## config.mk

```make
export PLATFORM = sky130hd
export DESIGN_NAME = sdram_arb_flat
export DESIGN_NICKNAME = d
export VERILOG_FILES = /design/src/rtl/sdram_arb_if.sv /design/src/rtl/sdram_arb.sv /design/src/flat_wrapper.sv
export SDC_FILE = /design/constraint.sdc
export NUM_CORES = 1
export LEC_CHECK = 0
export CAP_MARGIN = 20
export CORE_MARGIN = 8
export CORE_UTILIZATION = 41
export DETAILED_ROUTE_END_ITERATION = 10
export PLACE_DENSITY = 0.89
export SETUP_SLACK_MARGIN = 0.15
export SLEW_MARGIN = 20
export SYNTH_ARGS = -nofsm -noshare
export SYNTH_HDL_FRONTEND = slang
export SYNTH_SLANG_ARGS = --single-unit
```

## constraint.sdc

```tcl
create_clock -name clk_sys -period 4.9 [get_ports clk_sys]
set_input_delay 0.98 -clock clk_sys [delete_from_list [all_inputs] [get_ports clk_sys]]
set_output_delay 0.98 -clock clk_sys [all_outputs]
set_load 0.02 [all_outputs]
```

## src/rtl/sdram_arb_if.sv

```systemverilog
// Requester, result and SDRAM-controller signals of the three-way SDRAM arbiter.
// The slave modport is the arbiter's view; the master modport is the surrounding system's view.
interface sdram_arb_if #(
    parameter int AW = 25
);
    logic          ld_req;
    logic [AW-1:0] ld_addr;
    logic [15:0]   ld_wdata;
    logic          ld_ack;

    logic          cpu_req;
    logic          cpu_we;
    logic [AW-1:0] cpu_addr;
    logic [1:0]    cpu_be;
    logic [15:0]   cpu_wdata;
    logic          cpu_ack;

    logic          vid_req;
    logic [AW-1:0] vid_addr;
    logic          vid_ack;

    logic [15:0]   rdata;

    logic          mem_req;
    logic          mem_we;
    logic [AW-1:0] mem_addr;
    logic [1:0]    mem_be;
    logic [15:0]   mem_wdata;
    logic          mem_ack;
    logic [15:0]   mem_rdata;

    modport slave (
        input  ld_req, ld_addr, ld_wdata,
        input  cpu_req, cpu_we, cpu_addr, cpu_be, cpu_wdata,
        input  vid_req, vid_addr,
        input  mem_ack, mem_rdata,
        output ld_ack, cpu_ack, vid_ack, rdata,
        output mem_req, mem_we, mem_addr, mem_be, mem_wdata
    );

    modport master (
        output ld_req, ld_addr, ld_wdata,
        output cpu_req, cpu_we, cpu_addr, cpu_be, cpu_wdata,
        output vid_req, vid_addr,
        output mem_ack, mem_rdata,
        input  ld_ack, cpu_ack, vid_ack, rdata,
        input  mem_req, mem_we, mem_addr, mem_be, mem_wdata
    );
endinterface

```

## src/rtl/sdram_arb.sv

```systemverilog
// Single-outstanding SDRAM arbiter: loader > video > CPU, with the CPU promoted over
// video once video has won STARVE_MAX grants in a row while the CPU was waiting.
module sdram_arb #(
    parameter int AW         = 25,
    parameter int STARVE_MAX = 4
) (
    input  logic       clk_sys,
    input  logic       reset,
    sdram_arb_if.slave bus
);
    localparam int             CW         = $clog2(STARVE_MAX + 2);
    localparam logic [CW-1:0]  STARVE_LIM = CW'(STARVE_MAX);

    typedef enum logic [1:0] {IDLE, BUSY, ACK} state_t;
    typedef enum logic [1:0] {OWN_NONE, OWN_LD, OWN_VID, OWN_CPU} owner_t;

    state_t        state, state_nx;
    owner_t        owner, winner;
    logic [CW-1:0] starve_cnt;
    logic          mem_we_q;
    logic [AW-1:0] mem_addr_q;
    logic [1:0]    mem_be_q;
    logic [15:0]   mem_wdata_q;
    logic [15:0]   rdata_q;
    logic          grant;

    // NOTE: every variable written in an always_comb gets a default first, so no path can infer a latch.
    always_comb begin
        winner = OWN_NONE;
        if (bus.ld_req)
            winner = OWN_LD;
        else if (bus.vid_req && !(bus.cpu_req && starve_cnt == STARVE_LIM))
            winner = OWN_VID;
        else if (bus.cpu_req)
            winner = OWN_CPU;
    end

    assign grant = (state == IDLE) && (winner != OWN_NONE);

    always_comb begin
        state_nx = state;
        case (state)
            IDLE:    if (grant) state_nx = BUSY;
            BUSY:    if (bus.mem_ack) state_nx = ACK;
            ACK:     state_nx = IDLE;
            default: state_nx = IDLE;
        endcase
    end

    // NOTE: sequential state uses non-blocking assignments so every register samples pre-edge values.
    always_ff @(posedge clk_sys or posedge reset) begin
        if (reset)
            state <= IDLE;
        else
            state <= state_nx;
    end

    always_ff @(posedge clk_sys or posedge reset) begin
        if (reset) begin
            owner       <= OWN_NONE;
            starve_cnt  <= '0;
            mem_we_q    <= 1'b0;
            mem_addr_q  <= '0;
            mem_be_q    <= 2'b00;
            mem_wdata_q <= 16'h0000;
            rdata_q     <= 16'h0000;
        end else begin
            if (grant) begin
                owner <= winner;
                case (winner)
                    OWN_LD: begin
                        mem_we_q    <= 1'b1;
                        mem_addr_q  <= bus.ld_addr;
                        mem_be_q    <= 2'b11;
                        mem_wdata_q <= bus.ld_wdata;
                    end
                    OWN_VID: begin
                        mem_we_q    <= 1'b0;
                        mem_addr_q  <= bus.vid_addr;
                        mem_be_q    <= 2'b11;
                        mem_wdata_q <= 16'h0000;
                        if (bus.cpu_req && starve_cnt != STARVE_LIM)
                            starve_cnt <= starve_cnt + 1'b1;
                    end
                    OWN_CPU: begin
                        mem_we_q    <= bus.cpu_we;
                        mem_addr_q  <= bus.cpu_addr;
                        mem_be_q    <= bus.cpu_be;
                        mem_wdata_q <= bus.cpu_wdata;
                        starve_cnt  <= '0;
                    end
                    default: ;
                endcase
            end
            // Only a read completing in BUSY updates rdata; stray acks elsewhere are dropped.
            if (state == BUSY && bus.mem_ack && !mem_we_q)
                rdata_q <= bus.mem_rdata;
        end
    end

    assign bus.mem_req   = (state == BUSY);
    assign bus.mem_we    = mem_we_q;
    assign bus.mem_addr  = mem_addr_q;
    assign bus.mem_be    = mem_be_q;
    assign bus.mem_wdata = mem_wdata_q;
    assign bus.rdata     = rdata_q;
    assign bus.ld_ack    = (state == ACK) && (owner == OWN_LD);
    assign bus.vid_ack   = (state == ACK) && (owner == OWN_VID);
    assign bus.cpu_ack   = (state == ACK) && (owner == OWN_CPU);
endmodule

```

## src/flat_wrapper.sv

```systemverilog
// flat-port wrapper written by rule: the top's interface ports become plain ports
module sdram_arb_flat 
#(
    parameter int AW         = 25,
    parameter int STARVE_MAX = 4
)
  (clk_sys, reset, bus_ld_req, bus_ld_addr, bus_ld_wdata, bus_cpu_req, bus_cpu_we, bus_cpu_addr, bus_cpu_be, bus_cpu_wdata, bus_vid_req, bus_vid_addr, bus_mem_ack, bus_mem_rdata, bus_ld_ack, bus_cpu_ack, bus_vid_ack, bus_rdata, bus_mem_req, bus_mem_we, bus_mem_addr, bus_mem_be, bus_mem_wdata);
  sdram_arb_if #(.AW(AW)) bus_i ();
  input  logic clk_sys;
  input  logic reset;
  input wire logic [$bits(bus_i.ld_req)-1:0] bus_ld_req;
  input wire logic [$bits(bus_i.ld_addr)-1:0] bus_ld_addr;
  input wire logic [$bits(bus_i.ld_wdata)-1:0] bus_ld_wdata;
  input wire logic [$bits(bus_i.cpu_req)-1:0] bus_cpu_req;
  input wire logic [$bits(bus_i.cpu_we)-1:0] bus_cpu_we;
  input wire logic [$bits(bus_i.cpu_addr)-1:0] bus_cpu_addr;
  input wire logic [$bits(bus_i.cpu_be)-1:0] bus_cpu_be;
  input wire logic [$bits(bus_i.cpu_wdata)-1:0] bus_cpu_wdata;
  input wire logic [$bits(bus_i.vid_req)-1:0] bus_vid_req;
  input wire logic [$bits(bus_i.vid_addr)-1:0] bus_vid_addr;
  input wire logic [$bits(bus_i.mem_ack)-1:0] bus_mem_ack;
  input wire logic [$bits(bus_i.mem_rdata)-1:0] bus_mem_rdata;
  output wire logic [$bits(bus_i.ld_ack)-1:0] bus_ld_ack;
  output wire logic [$bits(bus_i.cpu_ack)-1:0] bus_cpu_ack;
  output wire logic [$bits(bus_i.vid_ack)-1:0] bus_vid_ack;
  output wire logic [$bits(bus_i.rdata)-1:0] bus_rdata;
  output wire logic [$bits(bus_i.mem_req)-1:0] bus_mem_req;
  output wire logic [$bits(bus_i.mem_we)-1:0] bus_mem_we;
  output wire logic [$bits(bus_i.mem_addr)-1:0] bus_mem_addr;
  output wire logic [$bits(bus_i.mem_be)-1:0] bus_mem_be;
  output wire logic [$bits(bus_i.mem_wdata)-1:0] bus_mem_wdata;
  assign bus_i.ld_req = bus_ld_req;
  assign bus_i.ld_addr = bus_ld_addr;
  assign bus_i.ld_wdata = bus_ld_wdata;
  assign bus_i.cpu_req = bus_cpu_req;
  assign bus_i.cpu_we = bus_cpu_we;
  assign bus_i.cpu_addr = bus_cpu_addr;
  assign bus_i.cpu_be = bus_cpu_be;
  assign bus_i.cpu_wdata = bus_cpu_wdata;
  assign bus_i.vid_req = bus_vid_req;
  assign bus_i.vid_addr = bus_vid_addr;
  assign bus_i.mem_ack = bus_mem_ack;
  assign bus_i.mem_rdata = bus_mem_rdata;
  assign bus_ld_ack = bus_i.ld_ack;
  assign bus_cpu_ack = bus_i.cpu_ack;
  assign bus_vid_ack = bus_i.vid_ack;
  assign bus_rdata = bus_i.rdata;
  assign bus_mem_req = bus_i.mem_req;
  assign bus_mem_we = bus_i.mem_we;
  assign bus_mem_addr = bus_i.mem_addr;
  assign bus_mem_be = bus_i.mem_be;
  assign bus_mem_wdata = bus_i.mem_wdata;
  sdram_arb #(.AW(AW), .STARVE_MAX(STARVE_MAX)) u_core (.clk_sys(clk_sys), .reset(reset), .bus(bus_i));
endmodule
```

==> results by group, run 1 <==
Drt
  • Drt drc: 0
  • Detailed Routing Iterations Pass 1: 4
  • Drt via density: 5.64
  • Routed len/inst: 20.7 um
  • Final wirelength: 12.2 mm
  • Iteration-0 DRC Markers: 211
  • Antenna-violating nets left: 0
  • Via count: 3,330

Clocking
  • Post-cts sizing count: 0
  • CTS tree: built
  • H-tree depth: 3
  • Number of setup buffers added after CTS: 0
  • Num Clock Sinks: 67
  • Hold buffer count at cts: 0
  • TritonCTS Buffers: 9
  • CTS Buffer Depth: 2
  • Root buffer cell: clkbuf_8
  • Worst-path clk slew: 0.08 ns
  • Worst-Skew Late Latency: 0.33 ns

Timing
  • Final worst path period share: 0.615
  • Worst clock skew: 0.0118 ns
  • Final setup TNS: 0 ns
  • RSZ-0062 raised after global routing: no
  • Slew @ Worst Pin: 1.03 ns
  • Achievable Freq: 332 MHz
  • Final Max Tran Viols: 0
  • Final Hold Vio Count: 0
  • Fin crit period: 3.01 ns
  • Setup violators final: 0
  • Worst slew margin: 0.313

Place
  • Detailed Place HPWL: 9.01 mm
  • RD Place Congestion: 0.780
  • Area of placed instances: 5430 um^2
  • Port bufs: 195

Pwr
  • Switching portion of total power: 0.399
  • Clock Power Share: 0.153
  • Pleak: 2.08 nW
  • Register share of total power: 0.303
  • Combinational share of power: 0.544
  • PD cells: 583 nW/um^2
  • Sw Pwr: 1.31 mW
  • Cell internal pwr: 1.98 mW
  • Max IR drop VDD: 0.337 mV

Critical path
  • Worst R2R Setup Slack: 2.82 ns
  • WP data arrival: 3.25 ns
  • Startpoint Class: primary input
  • Critical path endpoint category: register
  • Crit path max fanout: 24
  • CP required: 5.14 ns
  • Critical path class: primary input to register

Synthesis
  • Yosys warnings: 0
  • Seq/Total Area, Yosys: 0.484
  • Mapped Area: 3470 um^2
  • #FFs+latches synth: 67
  • Syn_area_per_cell: 11.4 um^2
  • Syn Inst Count: 304
  • Unique masters post-synth: 34
  • Syn nets: 438

Floorplan
  • Die W: 108 um
  • Die area: 11,700 um^2
  • # IOs: 196
  • Die Ht: 108 um
  • Cell row count: 33
  • Initial Util: 0.422
  • Core Area: 8220 um^2

Global route
  • Grt total ovfl: 0
  • First-pass GRT wire length: 19.4 mm
  • Number of global-route vias before repair: 3,739
  • Initial antenna violation count: 0
  • Total GRT Usage: 0.209
  • Pin count of the biggest net entering global routing: 46

Layout
  • P&R area growth vs syn: 62.9%
  • Final nets: 615
  • Area of the multi-input gates: 1620 um^2
  • Commonest cells after routing, fill and taps aside: 195 x clkdlybuf4s50_1, 67 x dfrtp_1, 42 x a32oi_1
  • Share of cells above drive strength 1: 0.177
  • Antenna Cells: 0
  • Register Area: 1680 um^2
  • Fin area: 5650 um^2
  • Most common cell after layout, fill and taps aside: clkdlybuf4s50_1
  • Filler cell count in the final layout: 646

Hold path
  • Hold WC Path Type: register to register

Run
  • Max-cap violations: 0

Outcome
  • Status: finished clean
## through the flow
step / power (mW) / cells / utilization / setup slack (ns) / hold slack (ns)
final: 3.29 / 590 / 0.687 / 1.89 / 0.509
after global routing: 3.48 / 590 / 0.687 / 1.77 / 0.530
after CTS: 3.33 / 590 / 0.687 / 1.90 / 0.513
after detailed placement: 2.82 / 575 / 0.661 / 1.56 / 0.496
after global placement: 2.75 / 575 / 0.660 / 1.62 / 0.490
after floorplan: 2.03 / 304 / - / 2.24 / 0.500
## final cells by class
cell class | count | share of cell area
Sequential cell | 67 | 0.297
Clock inverter | 5 | 0.0137
Clock buffer | 10 | 0.0244
Timing Repair Buffer | 200 | 0.352
Inverter | 5 | 0.00332
Tap cell | 105 | 0.0233
Multi-Input combinational cell | 198 | 0.286
## worst paths after layout
check | to | from | depth (start not counted)
worst max-delay path | u_core.bus.mem_we$_DFFE_PP0P_ | bus_ld_req | 5
worst min-delay path | u_core.bus.rdata[8]$_DFFE_PP0P_ | u_core.bus.rdata[8]$_DFFE_PP0P_ | 1
worst max register to register | u_core.bus.mem_addr[13]$_DFFE_PP0P_ | u_core.starve_cnt[0]$_DFFE_PP0P_ | 5
worst min register to register | u_core.bus.rdata[8]$_DFFE_PP0P_ | u_core.bus.rdata[8]$_DFFE_PP0P_ | 1
max in group asynchronous | u_core.bus.mem_addr[20]$_DFFE_PP0P_ | reset | 3
min in group asynchronous | u_core.bus.mem_addr[15]$_DFFE_PP0P_ | reset | 2
## logic make-up after synthesis
kind of cell,count (synthesis),share of synthesized area
fa+ha+maj,2,0.00722
simple gates,44,0.0754
buf+inv,39,0.0581
mux,17,0.0552
flops,67,0.484
compound gates,135,0.320
## worst max-delay path: stages
cell and delay [ns]:
clkdlybuf4s50_1 0.81, or3_1 0.20, and2_2 0.57, buf_4 0.47, a2bb2oi_1 0.20
## sequential cells by signal (all words and copies together), names as in the netlist
name	cells
u_core.bus.mem_addr	25
u_core.bus.mem_be	2
u_core.bus.mem_wdata	16
u_core.bus.mem_we	1
u_core.bus.rdata	16
u_core.owner	2
u_core.starve_cnt	3
u_core.state	2
## cell usage after synthesis
| cell | count | area (um^2) |
|---|---|---|
| buf_2 | 5 | 25.0 |
| nand4_1 | 1 | 6.26 |
| and2b_1 | 1 | 7.51 |
| nand3_1 | 27 | 135 |
| a21oi_2 | 16 | 140 |
| a21o_1 | 1 | 7.51 |
| a2bb2oi_1 | 2 | 17.5 |
| o21ai_0 | 1 | 5.00 |
| mux2_2 | 17 | 191 |
| a32oi_1 | 42 | 368 |
| clkbuf_1 | 22 | 82.6 |
| a21bo_2 | 1 | 10.0 |
| nor4bb_1 | 2 | 20.0 |
| o22a_1 | 2 | 17.5 |
| o21bai_1 | 1 | 7.51 |
| dfrtp_1 | 67 | 1680 |
| buf_6 | 6 | 67.6 |
| or3_1 | 1 | 6.26 |
| nor2b_1 | 2 | 12.5 |
| ha_1 | 2 | 25.0 |
| a31oi_2 | 24 | 300 |
| nand2b_1 | 1 | 6.26 |
| a21oi_1 | 41 | 205 |
| nor3b_4 | 1 | 18.8 |
| nor2_1 | 3 | 11.3 |
| nor3_1 | 1 | 5.00 |
| o2bb2ai_1 | 1 | 8.76 |
| buf_4 | 1 | 7.51 |
| inv_1 | 5 | 18.8 |
| and4b_1 | 1 | 10.0 |
| a22o_1 | 2 | 17.5 |
| or4b_2 | 1 | 10.0 |
| and2_1 | 2 | 12.5 |
| a31oi_1 | 1 | 6.26 |
## power by group through the flow
stage          combinational [mW]  clock, mW  sequential, mW
2_1_floorplan               0.735          0            1.29
3_3_place_gp                 1.76          0           0.985
3_5_place_dp                 1.81          0            1.00
4_1_cts                      1.81      0.516           0.997
5_1_grt                      1.91      0.537            1.04
6_report                     1.79      0.505           0.998
## layer usage
metal  GRT usage  up-vias  share of wire
met4      0.0614        0          0.010
met5           0        -              0
met3      0.0809       12           0.10
li1            -     1550              -
met1       0.233     1628           0.39
met2       0.360      140           0.50
No activity file was read; power rests on OpenSTA's default activity.
==> run 2: changes to the inputs <==
--- a/config.mk
+++ b/config.mk
@@ -7,9 +7,9 @@
 export LEC_CHECK = 0
 export CAP_MARGIN = 20
 export CORE_MARGIN = 8
-export CORE_UTILIZATION = 41
+export CORE_UTILIZATION = 35
 export DETAILED_ROUTE_END_ITERATION = 10
-export PLACE_DENSITY = 0.89
+export PLACE_DENSITY = 0.81
 export SETUP_SLACK_MARGIN = 0.15
 export SLEW_MARGIN = 20
 export SYNTH_ARGS = -nofsm -noshare
==> constraint.sdc (replaced) <==
create_clock -name clk_sys -period 2.7 [get_ports clk_sys]
set_input_delay 0.54 -clock clk_sys [delete_from_list [all_inputs] [get_ports clk_sys]]
set_output_delay 0.54 -clock clk_sys [all_outputs]
set_load 0.02 [all_outputs]
==> results by group, run 2 (same netlist as run 1, synthesis figures left out) <==
Clocking
  • H-tree depth: 3 (unchanged)
  • Worst-Skew Late Latency: 0.34 ns (about the same)
  • Post-cts sizing count: 0 (unchanged)
  • Root buffer cell: clkbuf_8
  • Worst-path clk slew: 0.07 ns (about the same)
  • Hold buffer count at cts: 0 (unchanged)
  • Number of setup buffers added after CTS: 0 (unchanged)
  • TritonCTS Buffers: 9 (unchanged)
  • Num Clock Sinks: 67 (unchanged)
  • CTS Buffer Depth: 2 (unchanged)
  • CTS tree: built

Critical path
  • Critical path's top delay family: buffers and inverters
  • Reg-to-reg endpoint: u_core.starve_cnt[0]$_DFFE_PP0P_
  • Crit path max fanout: 7 (-71%)
  • Critical path class: register to output port
  • WP data arrival: 1.85 ns (-1.40 ns)
  • CP max-delay cell: clkdlybuf4s50_1
  • Crit-path max cell delay: 0.69 ns (-0.12 ns)
  • Reg2reg path depth: 6 (+1)
  • Worst path bufs/invs: 1 (-1)
  • Critical-path cell list: nor4bb_1 -> clkdlybuf4s50_1
  • Worst setup path startpoint: u_core.state[1]$_DFFE_PP0P_
  • CP required: 2.16 ns (-2.98 ns)
  • Worst R2R Setup Slack: 0.97 ns (-1.85 ns)
  • Worst reg2reg startpoint: u_core.starve_cnt[0]$_DFFE_PP0P_
  • Critical path endpoint category: output port
  • Startpoint Class: register

Timing
  • Achievable Freq: 418 MHz
  • Fin crit period: 2.39 ns
  • Slew @ Worst Pin: 0.533 ns (-0.494 ns)
  • Final Max Tran Viols: 0 (unchanged)
  • RSZ-0062 raised after global routing: no
  • Final worst path period share: 0.886
  • Setup violators final: 0 (unchanged)
  • Final setup TNS: 0 ns (unchanged)
  • Worst clock skew: 0.00589 ns (-0.00586 ns)
  • Worst slew margin: 0.644 (+0.331)
  • Final Hold Vio Count: 0 (unchanged)

Floorplan
  • Initial Util: 0.358 (-0.0639)
  • Die Ht: 116 um (+7.0%)
  • # IOs: 196 (unchanged)
  • Die area: 13,300 um^2 (+15%)
  • Die W: 116 um (+7.0%)
  • Cell row count: 36 (+9.1%)
  • Core Area: 9680 um^2 (+18%)

Layout
  • Final nets: 625 (+1.6%)
  • Most common cell after layout, fill and taps aside: clkdlybuf4s50_1
  • Commonest cells after routing, fill and taps aside: 195 x clkdlybuf4s50_1, 67 x dfrtp_1, 42 x a32oi_1
  • Register Area: 1680 um^2 (unchanged)
  • Antenna Cells: 0 (unchanged)
  • Filler cell count in the final layout: 817 (+26%)
  • Share of cells above drive strength 1: 0.192 (+0.0142)
  • Area of the multi-input gates: 1610 um^2 (-0.54%)
  • P&R area growth vs syn: 65.9%
  • Largest register FFs: 25 (unchanged)

Drt
  • Detailed Routing Iterations Pass 1: 5 (+1)
  • Antenna-violating nets left: 0 (unchanged)
  • Via count: 3,406 (+2.3%)
  • Final wirelength: 12.5 mm (+2.2%)
  • Drt drc: 0 (unchanged)
  • Routed len/inst: 19.9 um (-4.1%)
  • Iteration-0 DRC Markers: 168 (-20%)
  • Drt via density: 5.41 (-4.1%)

Hold path
  • Hold WC Path Type: register to register
  • Hold Path Origin: u_core.bus.rdata[3]$_DFFE_PP0P_
  • Hold Path Stages: 1 (unchanged)
  • Worst hold endpoint: u_core.bus.rdata[3]$_DFFE_PP0P_

Global route
  • Total GRT Usage: 0.183 (-0.0255)
  • Pin count of the biggest net entering global routing: 46 (unchanged)
  • First-pass GRT wire length: 19.1 mm (-1.2%)
  • Number of global-route vias before repair: 3,633 (-2.8%)
  • Grt total ovfl: 0 (unchanged)
  • Initial antenna violation count: 0 (unchanged)

Pwr
  • Register share of total power: 0.305 (+0.002)
  • Total power: 5.96 mW (+81%)
  • Sw Pwr: 2.40 mW (+82%)
  • Switching portion of total power: 0.402 (+0.00297)
  • Clock Power Share: 0.138 (-0.015)
  • Cell internal pwr: 3.56 mW (+80%)
  • Max IR drop VDD: 0.539 mV (+60%)
  • PD cells: 1040 nW/um^2 (+78%)
  • Combinational share of power: 0.558 (+0.014)
  • Pleak: 2.13 nW (+2.1%)

Outcome
  • Status: finished clean

Place
  • RD Place Congestion: 0.769 (-1.4%)
  • Detailed Place HPWL: 9.29 mm (+3.1%)
  • Port bufs: 195 (unchanged)

Run
  • Max-cap violations: 0 (unchanged)
run 2: through the flow:
| step | setup slack [ns] | cells | hold WS [ns] | area, um^2 | util |
|---|---|---|---|---|---|
| after floorplan | 0.477 | 304 | 0.500 | 3470 | - |
| after global placement | 0.453 | 613 | 0.491 | 5560 | 0.574 |
| after detailed placement | 0.385 | 613 | 0.499 | 5560 | 0.574 |
| after CTS | 0.292 | 629 | 0.514 | 5750 | 0.594 |
| after global routing | 0.177 | 629 | 0.528 | 5750 | 0.594 |
| final | 0.308 | 629 | 0.507 | 5750 | 0.594 |
run 2: layout make-up:
cell class                      instances  area share
Sequential cell                        67       0.291
Inverter                                5     0.00326
Multi-Input combinational cell        198       0.279
Tap cell                              133      0.0289
Clock buffer                           11      0.0246
Timing Repair Buffer                  210       0.363
Clock inverter                          5     0.00913
run 2: worst register-to-register path, stage by stage, from the launching register on:
cell,delay [ns]
dfrtp_1,0.39
inv_1,0.08
ha_1,0.20
a21bo_2,0.36
buf_12,0.25
nor2_1,0.09
mux2_2,0.26
run 2: power groups by stage:
| stage | combinational (mW) | clock, mW | sequential, mW |
|---|---|---|---|
| after detailed placement | 3.36 | 0 | 1.83 |
| after global placement | 3.28 | 0 | 1.81 |
| after global routing | 3.54 | 0.884 | 1.88 |
| final | 3.32 | 0.820 | 1.82 |
| after floorplan | 1.33 | 0 | 2.34 |
| after CTS | 3.36 | 0.845 | 1.82 |
run 2: metal layers:
metal	share of wire	track usage	routed length [um]	vias up
met1	0.39	0.204	4880	1655
met2	0.48	0.306	6010	159
met3	0.11	0.0756	1390	15
met5	0	0	0	-
met4	0.017	0.0692	216	0
li1	-	-	-	1577
run 2: worst max-delay path by stage:
stage	end	slack [ns]	cells past startpoint
floorplan	u_core.bus.mem_addr[0]$_DFFE_PP0P_	0.48	1
global placement	u_core.bus.mem_addr[16]$_DFFE_PP0P_	0.45	6
detailed placement	u_core.bus.mem_addr[6]$_DFFE_PP0P_	0.38	5
CTS	bus_vid_ack	0.29	2
global route	bus_vid_ack	0.18	2
finish	bus_vid_ack	0.31	2
==> run 3: changes to the inputs <==
--- a/config.mk
+++ b/config.mk
@@ -6,10 +6,12 @@
 export NUM_CORES = 1
 export LEC_CHECK = 0
 export CAP_MARGIN = 20
+export CELL_PAD_IN_SITES_DETAIL_PLACEMENT = 1
+export CELL_PAD_IN_SITES_GLOBAL_PLACEMENT = 2
 export CORE_MARGIN = 8
-export CORE_UTILIZATION = 35
+export CORE_UTILIZATION = 20
 export DETAILED_ROUTE_END_ITERATION = 10
-export PLACE_DENSITY = 0.81
+export PLACE_DENSITY = 0.8
 export SETUP_SLACK_MARGIN = 0.15
 export SLEW_MARGIN = 20
 export SYNTH_ARGS = -nofsm -noshare
==> results by group, run 3 (same netlist as run 1, synthesis figures left out) <==
Layout
  • Antenna Cells: 0 (unchanged)
  • P&R area growth vs syn: 73.8%
  • Commonest cells after routing, fill and taps aside: 195 x clkdlybuf4s50_1, 67 x dfrtp_1, 42 x a32oi_1
  • Most common cell after layout, fill and taps aside: clkdlybuf4s50_1
  • Filler cell count in the final layout: 1,897 (+130%)
  • Share of cells above drive strength 1: 0.204 (+0.0125)
  • Final nets: 629 (+0.64%)
  • Largest register FFs: 25 (unchanged)

Drt
  • Iteration-0 DRC Markers: 94 (-44%)
  • Antenna-violating nets left: 0 (unchanged)
  • Final wirelength: 15.5 mm (+24%)
  • Drt via density: 4.72 (-13%)
  • Via count: 3,420 (+0.41%)
  • Detailed Routing Iterations Pass 1: 4 (-1)
  • Routed len/inst: 21.4 um (+7.9%)
  • Drt drc: 0 (unchanged)

Clocking
  • Hold buffer count at cts: 0 (unchanged)
  • Num Clock Sinks: 67 (unchanged)
  • Post-cts sizing count: 0 (unchanged)
  • H-tree depth: 3 (unchanged)
  • CTS tree: built
  • Number of setup buffers added after CTS: 0 (unchanged)
  • TritonCTS Buffers: 9 (unchanged)
  • Worst-Skew Late Latency: 0.33 ns (about the same)
  • CTS Buffer Depth: 2 (unchanged)
  • Root buffer cell: clkbuf_16
  • Worst-path clk slew: 0.06 ns (about the same)

Critical path
  • Worst path bufs/invs: 1 (unchanged)
  • Reg2reg path depth: 6 (unchanged)
  • Worst reg2reg startpoint: u_core.starve_cnt[0]$_DFFE_PP0P_
  • Crit path max fanout: 7 (unchanged)
  • Critical-path cell list: nor4bb_1 -> clkdlybuf4s50_1
  • Reg-to-reg endpoint: u_core.starve_cnt[0]$_DFFE_PP0P_
  • CP required: 2.16 ns (about the same)
  • Critical path's top delay family: buffers and inverters
  • Critical path class: register to output port
  • Worst R2R Setup Slack: 0.93 ns (-0.04 ns)
  • Critical path endpoint category: output port
  • Startpoint Class: register
  • CP max-delay cell: clkdlybuf4s50_1
  • Crit-path max cell delay: 0.71 ns (+0.02 ns)
  • WP data arrival: 1.88 ns (+0.03 ns)

Timing
  • Achievable Freq: 414 MHz (-0.98%)
  • Slew @ Worst Pin: 0.783 ns (+0.250 ns)
  • Final Max Tran Viols: 0 (unchanged)
  • RSZ-0062 raised after global routing: no
  • Worst Setup Slack, final: 0.284 ns (-0.0236 ns)
  • Worst slew margin: 0.477 (-0.167)
  • Final worst path period share: 0.895 (+0.00873)
  • Worst clock skew: 0.00535 ns (-0.000546 ns)
  • Fin crit period: 2.42 ns (+0.0236 ns)
  • Final setup TNS: 0 ns (unchanged)
  • Final Hold Vio Count: 0 (unchanged)
  • Setup violators final: 0 (unchanged)

Global route
  • Total GRT Usage: 0.141 (-0.0422)
  • Initial antenna violation count: 0 (unchanged)
  • First-pass GRT wire length: 23.4 mm (+22%)
  • Pin count of the biggest net entering global routing: 46 (unchanged)
  • Number of global-route vias before repair: 3,904 (+7.5%)
  • Grt total ovfl: 0 (unchanged)

Pwr
  • Max IR drop VDD: 0.438 mV (-19%)
  • Pleak: 2.21 nW (+3.6%)
  • PD cells: 1080 nW/um^2 (+4.1%)

Floorplan
  • Initial Util: 0.203 (-0.155)
  • Die Ht: 148 um (+28%)
  • # IOs: 196 (unchanged)
  • Cell row count: 48 (+33%)
  • Core Area: 17,100 um^2 (+77%)
  • Die area: 21,800 um^2 (+63%)
  • Die W: 148 um (+28%)

Hold path
  • Hold WC Path Type: register to register
  • Worst hold endpoint: u_core.bus.rdata[12]$_DFFE_PP0P_
  • Hold Path Origin: u_core.bus.rdata[12]$_DFFE_PP0P_
  • Hold Path Stages: 1 (unchanged)

Place
  • RD Place Congestion: 0.727 (-5.5%)
  • Detailed Place HPWL: 12.1 mm (+30%)
  • Port bufs: 195 (unchanged)
  • Setup WS pre-CTS: 0.315 ns (-0.0698 ns)

Run
  • Max-cap violations: 0 (unchanged)

Outcome
  • Status: finished clean
run 3: cell count changes in the layout (fill, tap and decap cells not counted), sizes merged:
cell | before | now
buf | 15 | 19
clkbuf | 11 | 10
clkinv | 3 | 4
run 3: metal layers:
| metal | vias to the layer above | global-route usage | part of all wire |
|---|---|---|---|
| met2 | 88 | 0.270 | 0.56 |
| li1 | 1586 | - | - |
| met5 | - | 0 | 0 |
| met3 | 26 | 0.0245 | 0.035 |
| met4 | 0 | 0.0678 | 0.032 |
| met1 | 1720 | 0.145 | 0.37 |
run 3: metrics by stage:
step	instance area, um^2	cells	total power, mW	util	hold WS (ns)
2_1_floorplan	3470	304	3.68	-	0.500
3_3_place_gp	5720	709	5.22	0.334	0.492
3_5_place_dp	5720	709	5.36	0.334	0.496
4_1_cts	6030	725	6.61	0.352	0.510
5_1_grt	6030	725	6.87	0.352	0.525
6_report	6030	725	6.50	0.352	0.509
run 3: worst register-to-register path, stage by stage (launching register included):
cell     delay, ns
dfrtp_1       0.38
inv_1         0.08
ha_1          0.22
a21bo_2       0.32
buf_4         0.30
nor2_1        0.11
mux2_2        0.26
run 3: area by class of cell:
type,count,area (um^2),area share
clock buffers,10,239,0.0397
multi-input cells,198,1610,0.268
flip-flops and latches,67,1680,0.278
clock inverters,6,65.1,0.0108
inverters,5,18.8,0.00311
well taps,225,282,0.0467
repair buffers,214,2130,0.354
run 3: worst max-delay path by stage:
stage	from	to	slack [ns]	depth (start not counted)
5_1_grt	u_core.state[1]$_DFFE_PP0P_	bus_vid_ack	0.21	2
3_5_place_dp	bus_vid_req	u_core.bus.mem_addr[7]$_DFFE_PP0P_	0.32	5
4_1_cts	u_core.state[1]$_DFFE_PP0P_	bus_vid_ack	0.24	2
2_1_floorplan	reset	u_core.bus.mem_addr[0]$_DFFE_PP0P_	0.48	1
3_3_place_gp	bus_vid_req	u_core.bus.mem_addr[23]$_DFFE_PP0P_	0.36	5
6_report	u_core.state[1]$_DFFE_PP0P_	bus_vid_ack	0.28	2
run 3: power by group:
group | internal [mW] | switching [mW] | leakage, nW | total [mW]
clock network | 0.739 | 0.459 | 0.148 | 1.20
logic | 1.64 | 1.82 | 1.28 | 3.46
registers | 1.51 | 0.326 | 0.773 | 1.84
total | 3.89 | 2.61 | 2.21 | 6.50
